==> src/rtl/sram_arbiter.sv <==
// sram_arbiter: round-robin arbiter sharing one single-cycle SRAM controller
// port between NUM_REQ bus masters, plus the MBIST and retention sequencer
// for that controller.
//
// Optional feature macro: ARB_AGING_EN
//   When defined, a per-requester wait counter forces a grant to the lowest
//   requester whose wait has reached AGE_LIMIT cycles, overriding round-robin.
//
// Ports:
//   clk, rst_n          clock, asynchronous active-low reset
//   m_req/m_we/m_be/    per-requester request and fields, packed by index
//   m_addr/m_wdata
//   m_gnt               one-hot grant (same cycle as the request)
//   m_rvalid/m_rdata    read return, one cycle after the read grant
//   sram_*              controller request port (fields zero when idle)
//   sram_rdata/ready    controller read data (combinational) and ready
//   mbist_start         level request for an MBIST run (edge-armed)
//   mbist_en/done/fail/ controller MBIST handshake
//   mbist_fail_addr
//   bist_done/fail/     run-complete pulse, sticky result, failing address
//   bist_fail_addr
//   sleep_req/sleep_ack retention request / acknowledge
//   ret_en              controller retention enable
module sram_arbiter #(
  parameter int unsigned NUM_REQ   = 3,
  parameter int unsigned ADDR_W    = 13,
  parameter int unsigned DATA_W    = 32,
  parameter int unsigned AGE_LIMIT = 16
) (
  input  logic                          clk,
  input  logic                          rst_n,
  input  logic [NUM_REQ-1:0]            m_req,
  input  logic [NUM_REQ-1:0]            m_we,
  input  logic [NUM_REQ*(DATA_W/8)-1:0] m_be,
  input  logic [NUM_REQ*ADDR_W-1:0]     m_addr,
  input  logic [NUM_REQ*DATA_W-1:0]     m_wdata,
  output logic [NUM_REQ-1:0]            m_gnt,
  output logic [NUM_REQ-1:0]            m_rvalid,
  output logic [DATA_W-1:0]             m_rdata,
  output logic                          sram_req,
  output logic                          sram_we,
  output logic [DATA_W/8-1:0]           sram_be,
  output logic [ADDR_W-1:0]             sram_addr,
  output logic [DATA_W-1:0]             sram_wdata,
  input  logic [DATA_W-1:0]             sram_rdata,
  input  logic                          sram_ready,
  input  logic                          mbist_start,
  output logic                          mbist_en,
  input  logic                          mbist_done,
  input  logic                          mbist_fail,
  input  logic [ADDR_W-1:0]             mbist_fail_addr,
  output logic                          bist_done,
  output logic                          bist_fail,
  output logic [ADDR_W-1:0]             bist_fail_addr,
  input  logic                          sleep_req,
  output logic                          sleep_ack,
  output logic                          ret_en
);

  localparam int unsigned BE_W  = DATA_W / 8;
  localparam int unsigned PTR_W = (NUM_REQ > 1) ? $clog2(NUM_REQ) : 1;

  // Elaboration-time parameter sanity check.
  if (NUM_REQ < 2 || NUM_REQ > 8 || AGE_LIMIT == 0 || (DATA_W % 8) != 0) begin : g_param_check
    $error("sram_arbiter: illegal parameter combination");
  end

  typedef enum logic [2:0] {
    ST_ARB       = 3'd0,
    ST_MBIST     = 3'd1,
    ST_MBIST_END = 3'd2,
    ST_RET       = 3'd3,
    ST_WAKE      = 3'd4
  } state_t;

  state_t             state;
  logic [PTR_W-1:0]   ptr;
  logic               armed;
  logic               mode_go;
  logic               gnt_en;
  logic               win_we;
  logic [PTR_W-1:0]   win;
  logic [PTR_W-1:0]   rr_idx;
  logic               rr_found;
  int unsigned        cand;
  logic [NUM_REQ-1:0] gnt_vec;

  // A mode request sampled in ARB blocks that cycle's grant.
  assign mode_go = (state == ST_ARB) && (sleep_req || (mbist_start && armed));
  assign gnt_en  = (state == ST_ARB) && !mode_go && sram_ready && (|m_req);

  // Round-robin: first requester at or after the pointer, wrapping.
  always_comb begin
    rr_found = 1'b0;
    rr_idx   = '0;
    cand     = 0;
    for (int unsigned i = 0; i < NUM_REQ; i++) begin
      cand = 32'(ptr) + i;
      if (cand >= NUM_REQ) cand = cand - NUM_REQ;
      if (!rr_found && m_req[cand[PTR_W-1:0]]) begin
        rr_found = 1'b1;
        rr_idx   = cand[PTR_W-1:0];
      end
    end
  end

`ifdef ARB_AGING_EN
  localparam int unsigned CNT_W = $clog2(AGE_LIMIT + 1);

  logic [CNT_W-1:0] wait_cnt [NUM_REQ];
  logic             age_found;
  logic [PTR_W-1:0] age_idx;

  // Lowest-index requester whose wait has reached the limit.
  always_comb begin
    age_found = 1'b0;
    age_idx   = '0;
    for (int unsigned i = 0; i < NUM_REQ; i++) begin
      if (!age_found && m_req[i] && (wait_cnt[i] >= CNT_W'(AGE_LIMIT))) begin
        age_found = 1'b1;
        age_idx   = PTR_W'(i);
      end
    end
  end

  always_comb win = age_found ? age_idx : rr_idx;

  // Wait counters saturate at the limit and clear on grant.
  always_ff @(posedge clk or negedge rst_n) begin
    if (!rst_n) begin
      for (int unsigned i = 0; i < NUM_REQ; i++) wait_cnt[i] <= '0;
    end else begin
      for (int unsigned i = 0; i < NUM_REQ; i++) begin
        if (gnt_vec[i]) begin
          wait_cnt[i] <= '0;
        end else if ((state == ST_ARB) && m_req[i] && (wait_cnt[i] != CNT_W'(AGE_LIMIT))) begin
          wait_cnt[i] <= wait_cnt[i] + CNT_W'(1);
        end
      end
    end
  end
`else
  always_comb win = rr_idx;
`endif

  // Grant vector and controller field mux; fields are zero when idle.
  always_comb begin
    gnt_vec    = '0;
    win_we     = 1'b0;
    sram_we    = 1'b0;
    sram_be    = '0;
    sram_addr  = '0;
    sram_wdata = '0;
    if (gnt_en) gnt_vec[win] = 1'b1;
    for (int unsigned i = 0; i < NUM_REQ; i++) begin
      if (gnt_vec[i]) begin
        win_we     = m_we[i];
        sram_we    = m_we[i];
        sram_be    = m_be[i*BE_W +: BE_W];
        sram_addr  = m_addr[i*ADDR_W +: ADDR_W];
        sram_wdata = m_wdata[i*DATA_W +: DATA_W];
      end
    end
  end

  assign m_gnt    = gnt_vec;
  assign sram_req = gnt_en;

  // Read return: capture on the grant edge, pulse valid the next cycle.
  always_ff @(posedge clk or negedge rst_n) begin
    if (!rst_n) begin
      m_rvalid <= '0;
      m_rdata  <= '0;
    end else begin
      m_rvalid <= (gnt_en && !win_we) ? gnt_vec : '0;
      if (gnt_en && !win_we) m_rdata <= sram_rdata;
    end
  end

  // Mode sequencer with registered mode outputs and round-robin pointer.
  always_ff @(posedge clk or negedge rst_n) begin
    if (!rst_n) begin
      state          <= ST_ARB;
      ptr            <= '0;
      armed          <= 1'b1;
      mbist_en       <= 1'b0;
      bist_done      <= 1'b0;
      bist_fail      <= 1'b0;
      bist_fail_addr <= '0;
      sleep_ack      <= 1'b0;
      ret_en         <= 1'b0;
    end else begin
      bist_done <= 1'b0;
      if (gnt_en) begin
        ptr <= (win == PTR_W'(NUM_REQ - 1)) ? '0 : win + PTR_W'(1);
      end
      case (state)
        ST_ARB: begin
          if (!mbist_start) armed <= 1'b1;
          if (sleep_req) begin
            state     <= ST_RET;
            ret_en    <= 1'b1;
            sleep_ack <= 1'b1;
          end else if (mbist_start && armed) begin
            state    <= ST_MBIST;
            armed    <= 1'b0;
            mbist_en <= 1'b1;
          end
        end
        ST_MBIST: begin
          if (mbist_done) begin
            state          <= ST_MBIST_END;
            mbist_en       <= 1'b0;
            bist_done      <= 1'b1;
            bist_fail      <= mbist_fail;
            bist_fail_addr <= mbist_fail ? mbist_fail_addr : '0;
          end
        end
        ST_MBIST_END: state <= ST_ARB;
        ST_RET: begin
          if (!sleep_req) begin
            state     <= ST_WAKE;
            ret_en    <= 1'b0;
            sleep_ack <= 1'b0;
          end
        end
        ST_WAKE: state <= ST_ARB;
        default: state <= ST_ARB;
      endcase
    end
  end

endmodule

==> config.mk <==
export PLATFORM = sky130hd
export DESIGN_NAME = sram_arbiter
export DESIGN_NICKNAME = d
export VERILOG_FILES = /design/src/rtl/sram_arbiter.sv
export SDC_FILE = /design/constraint.sdc
export NUM_CORES = 1
export LEC_CHECK = 0
export ABC_AREA = 0
export ABC_CLOCK_PERIOD_IN_PS = 8400
export CELL_PAD_IN_SITES_DETAIL_PLACEMENT = 1
export CELL_PAD_IN_SITES_GLOBAL_PLACEMENT = 2
export CORE_MARGIN = 4
export CORE_UTILIZATION = 18
export CTS_CLUSTER_DIAMETER = 40
export DETAILED_ROUTE_END_ITERATION = 7
export MAX_ROUTING_LAYER = met4
export PLACE_DENSITY = 0.95
export SYNTH_ARGS = -nofsm -noshare
export SYNTH_HDL_FRONTEND = slang
export SYNTH_SLANG_ARGS = --single-unit
==> constraint.sdc <==
create_clock -name clk -period 8.4 [get_ports clk]
set_clock_uncertainty 0.15 [all_clocks]
set_input_delay 1.68 -clock clk [delete_from_list [all_inputs] [get_ports clk]]
set_output_delay 1.68 -clock clk [all_outputs]
set_load 0.005 [all_outputs]
[After elaboration in Yosys (flattened, before gate mapping)]
Cells that the tools add are included.
Cells by class
  add/subtract/negate cells: 6
  multipliers: 0
  div/mod/pow operators: 0
  magnitude comparators: 8
  eq/ne operators: 9
  shifts and indexed selects: 0
  mux-type cells: 49
  bitwise operators: 0
  reduce and logical (&&, ||, !) cells: 22
Operators with widths (count)
  32-bit 2-to-1 mux: 3
  13-bit 2-to-1 mux: 4
  1-bit 2-to-1 mux: 19
  3-bit 2-to-1 mux: 6
  2-bit 2-to-1 mux: 7
  2-bit by 3-bit < comparator with 1-bit output (second input constant): 4
  4-bit 2-to-1 mux: 3
  1-bit logical AND: 9
  3-bit case mux with 3 select lines: 1
  2-bit != test (second input constant): 4
  1-bit binary-select mux with 2-bit select: 3
  3-bit by 2-bit >= comparator with 1-bit output (second input constant): 2
  3-bit AND reduction: 2
  2-bit subtractor (second input constant): 3
  1-bit zero test: 4
  1-bit case mux with 2 select lines: 2
  4-bit AND reduction: 1
  2-bit nonzero test: 2
  2-bit by 1-bit adder with 3-bit output (second input constant): 1
  2-bit by 2-bit adder with 3-bit output (second input constant): 1
  3-bit by 1-bit equality test with 1-bit output (second input constant): 1
  3-bit by 2-bit equality test with 1-bit output (second input constant): 1
  3-bit zero test: 1
  3-bit by 2-bit != test with 1-bit output (second input constant): 1
  other kinds (9): 9
Word-level totals
  flip-flop bits (word level): 58
  bits in latches: 0
  RAM bits: 0
  bits in read-only memories: 0
  input bits: 205
  logic and storage cells: 104
  memories: 0

[Longest topological paths before layout]
Gate-level depths: netlist of run 1.
  word-level depth: 22
  mapped depth: 11

[Least setup slack after synthesis of run 1]
OpenSTA, ideal clock, no wires.
  kind: input port to output port
  start: input m_req[1]
  end: output sram_addr[0]
  arrival time: 3.040 ns
  slack: 3.530 ns
  stages: 7
  buffers on the path: 2
  path through: mux2i_1 > or2_2 > o211a_1 > nand2b_1 > clkbuf_1 > clkbuf_1 > a211oi_1
Between the ends
  longest elaborated chain between the ends: 17
  elaborated cells on any way between the ends: 26
  those cells by class: 2 x order compare; 17 x mux; 7 x reduce/logical
RTL lines
  start, declared: RTL line 32  | input logic [NUM_REQ-1:0] m_req,
  1-bit binary-select mux with 2-bit select: RTL line 100  | if (!rr_found && m_req[cand[PTR_W-1:0]]) begin
  1-bit 2-to-1 mux (not written as such): RTL line 100
  1-bit 2-to-1 mux: RTL line 100
  1-bit zero test: RTL line 100
  1-bit logical AND: RTL line 100
  1-bit 2-to-1 mux: RTL line 100
  1-bit zero test: RTL line 100
  1-bit logical AND: RTL line 100
  2-bit 2-to-1 mux: RTL line 100
  2-bit by 3-bit < comparator with 1-bit output (not written as such) or 2-bit by 1-bit >= comparator with 1-bit output (tied branches): RTL line 154  | if (gnt_en) gnt_vec[win] = 1'b1;
  1-bit logical AND (not written as such): RTL line 154
  1-bit 2-to-1 mux (not written as such): RTL line 154
  1-bit demux with 2-bit select: RTL line 154
  3-bit 2-to-1 mux *: RTL line 154
  13-bit 2-to-1 mux (2 in a row): RTL line 156  | if (gnt_vec[i]) begin
  13-bit 2-to-1 mux *: RTL line 156
  end, declared: RTL line 43  | output logic [ADDR_W-1:0] sram_addr,
Mark *: on every way between the ends. The rest lies on a longest branch, timed or not. The select of a mux whose other input is x is not followed.

[Worst setup path after layout of run 1]
  start: input m_req[1]
  end: output sram_wdata[21]
Between the ends
  longest elaborated chain between the ends: 17
  elaborated cells on any way between the ends: 26
  those cells by class: 2 x order compare; 17 x mux; 7 x reduce/logical
RTL lines
  1-bit binary-select mux with 2-bit select: RTL line 100
  1-bit 2-to-1 mux (not written as such): RTL line 100
  1-bit 2-to-1 mux: RTL line 100
  1-bit zero test: RTL line 100
  1-bit logical AND: RTL line 100
  1-bit 2-to-1 mux: RTL line 100
  1-bit zero test: RTL line 100
  1-bit logical AND: RTL line 100
  2-bit 2-to-1 mux: RTL line 100
  2-bit by 3-bit < comparator with 1-bit output (not written as such) or 2-bit by 1-bit >= comparator with 1-bit output (tied branches): RTL line 154
  1-bit logical AND (not written as such): RTL line 154
  1-bit 2-to-1 mux (not written as such): RTL line 154
  1-bit demux with 2-bit select: RTL line 154
  3-bit 2-to-1 mux *: RTL line 154
  32-bit 2-to-1 mux (2 in a row): RTL line 156
  32-bit 2-to-1 mux *: RTL line 156
  end, declared: RTL line 44  | output logic [DATA_W-1:0] sram_wdata,
Marks and branches as above.

==> reports/results.ini, run 1 <==
[logic_synthesis]
yosysWarnings=0
yosys.area_share.simple_pct=13.0
synth-seq-area-share_pct=39.7
synth_cells=388
syn_avg_cell_area_um2=9.42
synth_area_um2=3650
synth_fa_ha_area_share_pct=1.37
synth_compound_area_share_pct=16.2
ys_ff_latch=58
synthMuxAreaShare_pct=25.0
synth_top_family_by_area=multiplexers
synth.net_count=597
synthXorXnorAreaFrac_pct=0
synth_cell_types=36

[critical_path]
critPathTopFamily=buffers and inverters
critical_path_class=input pin to output port
endpoint=sram_wdata[21]
r2r_start=ptr[0]$_DFFE_PN0P_
start_kind=input pin
reg2reg_depth=9
max_stage_delay_ps=730
endpoint_kind=output port
ff2ff_setup_slack_ps=4460
critPathSlowestCell=a31oi_4
worst-path-stages=8
crit_buf_inv=3
critPathRequiredTime_ps=6570
cp-startpoint=m_req[1]
worstPathArrival_ps=4820
crit_path_cell_trace=clkdlybuf4s50_1, mux2i_1, o22ai_1, a31oi_4, buf_4, mux2i_1, a211oi_1, clkdlybuf4s50_1
r2r-end=m_rdata[0]$_DFFE_PN0P_
path_max_fanout=19

[clocking]
ctsHoldBuffers=0
htree_levels=3
cts_resized=0
cts_sinks=58
cts_made_buffers=9
clk_pin_slew_ps=50
cts_setup_buffers=0
cts_tree=built
ctsLongestPathBuffers=2
clk_latency_ps=320
cts_root_buf=clkbuf_16

[status]
status=finished, final reports clean

[timing]
finalCritPeriodShare_pct=79.2
fmax_mhz=150
rsz0062_at_grt=no
worst_slew_pin_slew_ps=1060
hold_violations=0
finalSetupTns_ps=0
fin_crit_ps=6650
setup_viol=0
setup_ws_ps=1750
finalMaxSlewViolations=0
slew_headroom_pct=29.7

[power]
clock_power_share_pct=16.9
power_density_nw_per_um2=292
peakVddDrop_uv=186
p_leak_nw=3.07
internal-power_mw=1.30
power_frac_comb_pct=60.1
power_mw=2.13
seq_power_share_pct=23.1
switching_power_mw=0.830
swShare_pct=38.9

[floorplan]
ioPinCount=312
core_region_area_um2=19700
die_y_um=150
die_area_um2=22600
start_util_pct=18.5
fp.dieW_um=150
num_rows=51

[drt]
vias=4151
ant_nets=0
wl_per_cell_um=18.1
first_iter_violations=99
drc=0
viasPerCell=4.36
wirelength_um=17200
first_pass_iters=4

[placement]
io_buffers=311
placed_area_um2=7020
place.gp.congestion=0.755
dp.final_hpwl_um=14000
place_ws_ps=1710

[grt]
grt_usage_pct=14.7
grt_pass1_vias=4446
grt_max_degree=104
gr-total-overflow=0
antenna_found_initial=0
grt_pass1_wl_um=24700

[final_layout]
diodes=0
fin_nets=892
areaGrowthSynthToFinish_pct=100
layout-drive-gt1-share_pct=4.37
fillers=2212
fin_area_um2=7320

[worst_hold_path]
hp-class=register to register

[job]
cap_violations=0

-- worst min path at each step --
stage / depth (start not counted) / endpoint / slack, ps / start
global placement: 2 / bist_fail_addr[5]$_DFFE_PN0P_ / 310 / bist_fail_addr[5]$_DFFE_PN0P_
global route: 1 / m_rdata[14]$_DFFE_PN0P_ / 350 / m_rdata[14]$_DFFE_PN0P_
finish: 2 / bist_fail_addr[6]$_DFFE_PN0P_ / 330 / bist_fail_addr[6]$_DFFE_PN0P_
CTS: 2 / bist_fail_addr[6]$_DFFE_PN0P_ / 330 / bist_fail_addr[6]$_DFFE_PN0P_
floorplan: 2 / armed$_DFFE_PN1N_ / 310 / armed$_DFFE_PN1N_
detailed placement: 2 / bist_fail_addr[7]$_DFFE_PN0P_ / 320 / bist_fail_addr[7]$_DFFE_PN0P_
-- synthesized netlist by cell type, drive strengths merged --
master | n | area share (%)
o211ai | 1 | 0.34
a31oi | 1 | 0.17
o221ai | 2 | 0.48
o41ai | 1 | 0.24
and3b | 1 | 0.24
o22ai | 2 | 0.34
or3 | 1 | 0.17
mux2i | 54 | 15
nand2b | 1 | 0.17
nor3 | 3 | 0.41
a22oi | 2 | 0.41
a21o | 1 | 0.21
or2 | 1 | 0.17
buf | 14 | 2.2
o21a | 2 | 0.41
dfstp | 1 | 0.72
dfrtp | 57 | 39
nor2 | 59 | 6.1
inv | 5 | 0.51
o211a | 1 | 0.27
and3 | 1 | 0.17
a21oi | 5 | 0.68
ha | 4 | 1.4
mux2 | 33 | 10
a211oi | 50 | 10
nand3b | 3 | 0.62
clkbuf | 20 | 2.1
nand2 | 38 | 3.9
nand4 | 1 | 0.17
nor4 | 1 | 0.17
o21ai | 17 | 2.3
nor2b | 3 | 0.51
nand3 | 2 | 0.27
-- area by class of cell --
cell class / instances / area (um2) / share of cell area (%)
clock buffers: 11 / 243 / 3.32
clock inverters: 4 / 52.6 / 0.718
inverters: 5 / 18.8 / 0.256
multi-input cells: 291 / 2060 / 28.2
flip-flops and latches: 58 / 1450 / 19.8
well taps: 265 / 332 / 4.53
repair buffers: 318 / 3160 / 43.2
-- power by group through the flow --
stage	Combinational, mW	Sequential, mW	Clock, mW
6_report	1.28	0.492	0.360
5_1_grt	1.41	0.513	0.384
4_1_cts	1.32	0.496	0.369
3_5_place_dp	1.31	0.499	0
3_3_place_gp	1.28	0.485	0
2_1_floorplan	0.693	0.486	0
-- flip-flops by register name (all words and copies together) (netlist names) --
register,count
bist_fail,1
mbist_en,1
m_rvalid,3
bist_done,1
ptr,2
bist_fail_addr,13
armed,1
ret_en,1
state,3
m_rdata,32
-- cells by family (layout without fill, tap and decap cells) --
group,Yosys count,after routing
AO/OA/AOI/OAI,85,85
adder cells (fa/ha/maj),4,4
buffers and inverters,39,338
flip-flops,58,58
multiplexers,87,87
AND/OR/NAND/NOR,115,115
-- worst min-delay path, delay by kind of cell (launching register included) --
family           cells  cell delay [ps]
AND/OR/NAND/NOR      1               50
flip-flops           1              340
AO/OA/AOI/OAI        1               60
-- metal layers --
layer  vias up  share of wire (%)  track usage, %
met3         8                8.2            3.97
met2       202                 54            27.5
li1       1987                  -               -
met4         0               0.91            3.43
met1      1954                 37            15.4
met5         -                  0               -
-- per-stage QoR --
step | hold slack, ps | utilization [%] | cells
2_1_floorplan | 305 | - | 388
3_3_place_gp | 312 | 35.6 | 937
3_5_place_dp | 320 | 35.6 | 937
4_1_cts | 332 | 37.1 | 952
5_1_grt | 353 | 37.1 | 952
6_report | 328 | 37.1 | 952
-- cell usage in the layout, fill, tap and decap left out, types with 2 or more instances in the layout --
cell type,netlist,layout
inv_1,5,5
mux2i_1,54,54
nor3_1,3,3
mux2_1,30,30
o21ai_0,17,17
mux2_2,3,3
dfrtp_1,57,57
clkdlybuf4s50_1,0,310
nor2b_1,3,3
a22oi_1,2,2
nand3b_1,3,3
buf_4,4,7
nor2_1,59,59
a211oi_1,50,50
ha_1,4,4
nand2_1,38,38
clkbuf_16,0,9
o221ai_1,2,2
clkinvlp_4,0,3
a21oi_1,5,5
o22ai_1,2,2
nand3_1,2,2
o21a_1,2,2
(Power assumes the default switching activity.)
==> inputs of run 2 (changes only) <==
--- a/config.mk
+++ b/config.mk
@@ -6,15 +6,15 @@
 export NUM_CORES = 1
 export LEC_CHECK = 0
 export ABC_AREA = 0
-export ABC_CLOCK_PERIOD_IN_PS = 8400
+export ABC_CLOCK_PERIOD_IN_PS = 6950
 export CELL_PAD_IN_SITES_DETAIL_PLACEMENT = 1
 export CELL_PAD_IN_SITES_GLOBAL_PLACEMENT = 2
 export CORE_MARGIN = 4
-export CORE_UTILIZATION = 18
+export CORE_UTILIZATION = 16
 export CTS_CLUSTER_DIAMETER = 40
 export DETAILED_ROUTE_END_ITERATION = 7
 export MAX_ROUTING_LAYER = met4
-export PLACE_DENSITY = 0.95
+export PLACE_DENSITY = 0.86
 export SYNTH_ARGS = -nofsm -noshare
 export SYNTH_HDL_FRONTEND = slang
 export SYNTH_SLANG_ARGS = --single-unit
==> constraint.sdc (replaced) <==
create_clock -name clk -period 6.95 [get_ports clk]
set_clock_uncertainty 0.15 [all_clocks]
set_input_delay 1.39 -clock clk [delete_from_list [all_inputs] [get_ports clk]]
set_output_delay 1.39 -clock clk [all_outputs]
set_load 0.005 [all_outputs]
==> reports/results.ini, run 2 (synthesis results as in run 1) <==
[final_layout]
diodes=0
areaGrowthSynthToFinish_pct=101
register_area_um2=1450
fin_nets=893
final_cell_mix=clkdlybuf4s50_1, nor2_1, dfrtp_1, mux2i_1, a211oi_1
final_common_cell=clkdlybuf4s50_1
largest_reg_flops=32
layout-drive-gt1-share_pct=4.79
top_regs=m_rdata: 32 flops, bist_fail_addr: 13 flops
multi_input_area_um2=2060
fillers=2600
regMostFlops=m_rdata

[timing]
hold_violations=0
setup_viol=0
finalMaxSlewViolations=0
slew_headroom_pct=28.0
finalSetupTns_ps=0
worst_slew_pin_slew_ps=1080
rsz0062_at_grt=no
finalCritPeriodShare_pct=83.9
fin_crit_ps=5830
fmax_mhz=171

[clocking]
cts_sinks=58
clk_pin_slew_ps=50
ctsHoldBuffers=0
ctsLongestPathBuffers=2
cts_tree=built
cts_resized=0
clk_latency_ps=320
cts_made_buffers=9
htree_levels=3
cts_setup_buffers=0
cts_root_buf=clkbuf_16

[floorplan]
start_util_pct=16.2
die_y_um=159
ioPinCount=312
core_region_area_um2=22600
die_area_um2=25300
num_rows=55
fp.dieW_um=159

[power]
power_mw=2.57
peakVddDrop_uv=133
p_leak_nw=3.08
power_density_nw_per_um2=349

[placement]
io_buffers=311
place.gp.congestion=0.832
dp.final_hpwl_um=13200

[drt]
drc=0
first_pass_iters=4
vias=4102
first_iter_violations=105
wirelength_um=16300
ant_nets=0
wl_per_cell_um=16.8
viasPerCell=4.21

[status]
status=finished, final reports clean

[grt]
grt_max_degree=59
grt_pass1_vias=4359
grt_usage_pct=12.6
antenna_found_initial=0
gr-total-overflow=0
grt_pass1_wl_um=24800

[critical_path]
worstPathArrival_ps=4290
path_max_fanout=54
endpoint_kind=output port
critPathRequiredTime_ps=5410
critical_path_class=input pin to output port
start_kind=input pin

[job]
cap_violations=0

[worst_hold_path]
hp-class=register to register

[run 2: power breakdown]
group          switching, mW  total [mW]  leakage, nW  internal, mW
sequential            0.0928       0.588        0.725         0.495
combinational          0.736        1.54         2.22         0.808
clock                  0.159       0.435        0.142         0.276
total                  0.988        2.57         3.08          1.58
[run 2: worst max-delay path, stage by stage]
cell and delay, ps:
clkdlybuf4s50_1 610, mux2i_1 140, o221ai_1 200, o211a_1 220, nand2b_4 470, buf_12 310, nor2_1 60, a211oi_1 290
clkdlybuf4s50_1 560
[run 2: layout make-up]
cell class              count  share of cell area (%)
flip-flops and latches     58                    19.7
well taps                 285                    4.84
repair buffers            319                    43.2
clock buffers               9                    3.06
inverters                   5                   0.255
multi-input cells         291                    28.0
clock inverters             7                   0.935
[run 2: worst paths after layout]
check / start / endpoint / slack, ps / depth (start not counted)
setup / recovery: m_req[1] / sram_wdata[14] / 1120 / 9
hold / removal: bist_fail_addr[4]$_DFFE_PN0P_ / bist_fail_addr[4]$_DFFE_PN0P_ / 330 / 2
setup reg to reg: ptr[0]$_DFFE_PN0P_ / m_rdata[26]$_DFFE_PN0P_ / 3160 / 9
hold reg to reg: bist_fail_addr[4]$_DFFE_PN0P_ / bist_fail_addr[4]$_DFFE_PN0P_ / 330 / 2
max in group asynchronous: rst_n / m_rdata[23]$_DFFE_PN0P_ / 5060 / 2
min in group asynchronous: rst_n / m_rdata[13]$_DFFE_PN0P_ / 1060 / 2
[run 2: through the flow]
stage                     util (%)  cells  setup WS (ps)  area [um2]  hold slack, ps
after floorplan                  -    388           2660        3650             305
after global placement        31.3    958           1190        7070             312
after detailed placement      31.3    958           1130        7070             322
after CTS                     32.6    974           1110        7360             335
after global routing          32.6    974            880        7360             347
final                         32.6    974           1120        7360             331
[run 2: layer usage]
| layer | GRT usage [%] | vias up | wire, um |
|---|---|---|---|
| li1 | - | 1988 | - |
| met1 | 14.0 | 1905 | 6590 |
| met2 | 22.8 | 200 | 8430 |
| met4 | 2.96 | 0 | 162 |
| met5 | - | - | 0 |
| met3 | 3.21 | 9 | 1170 |
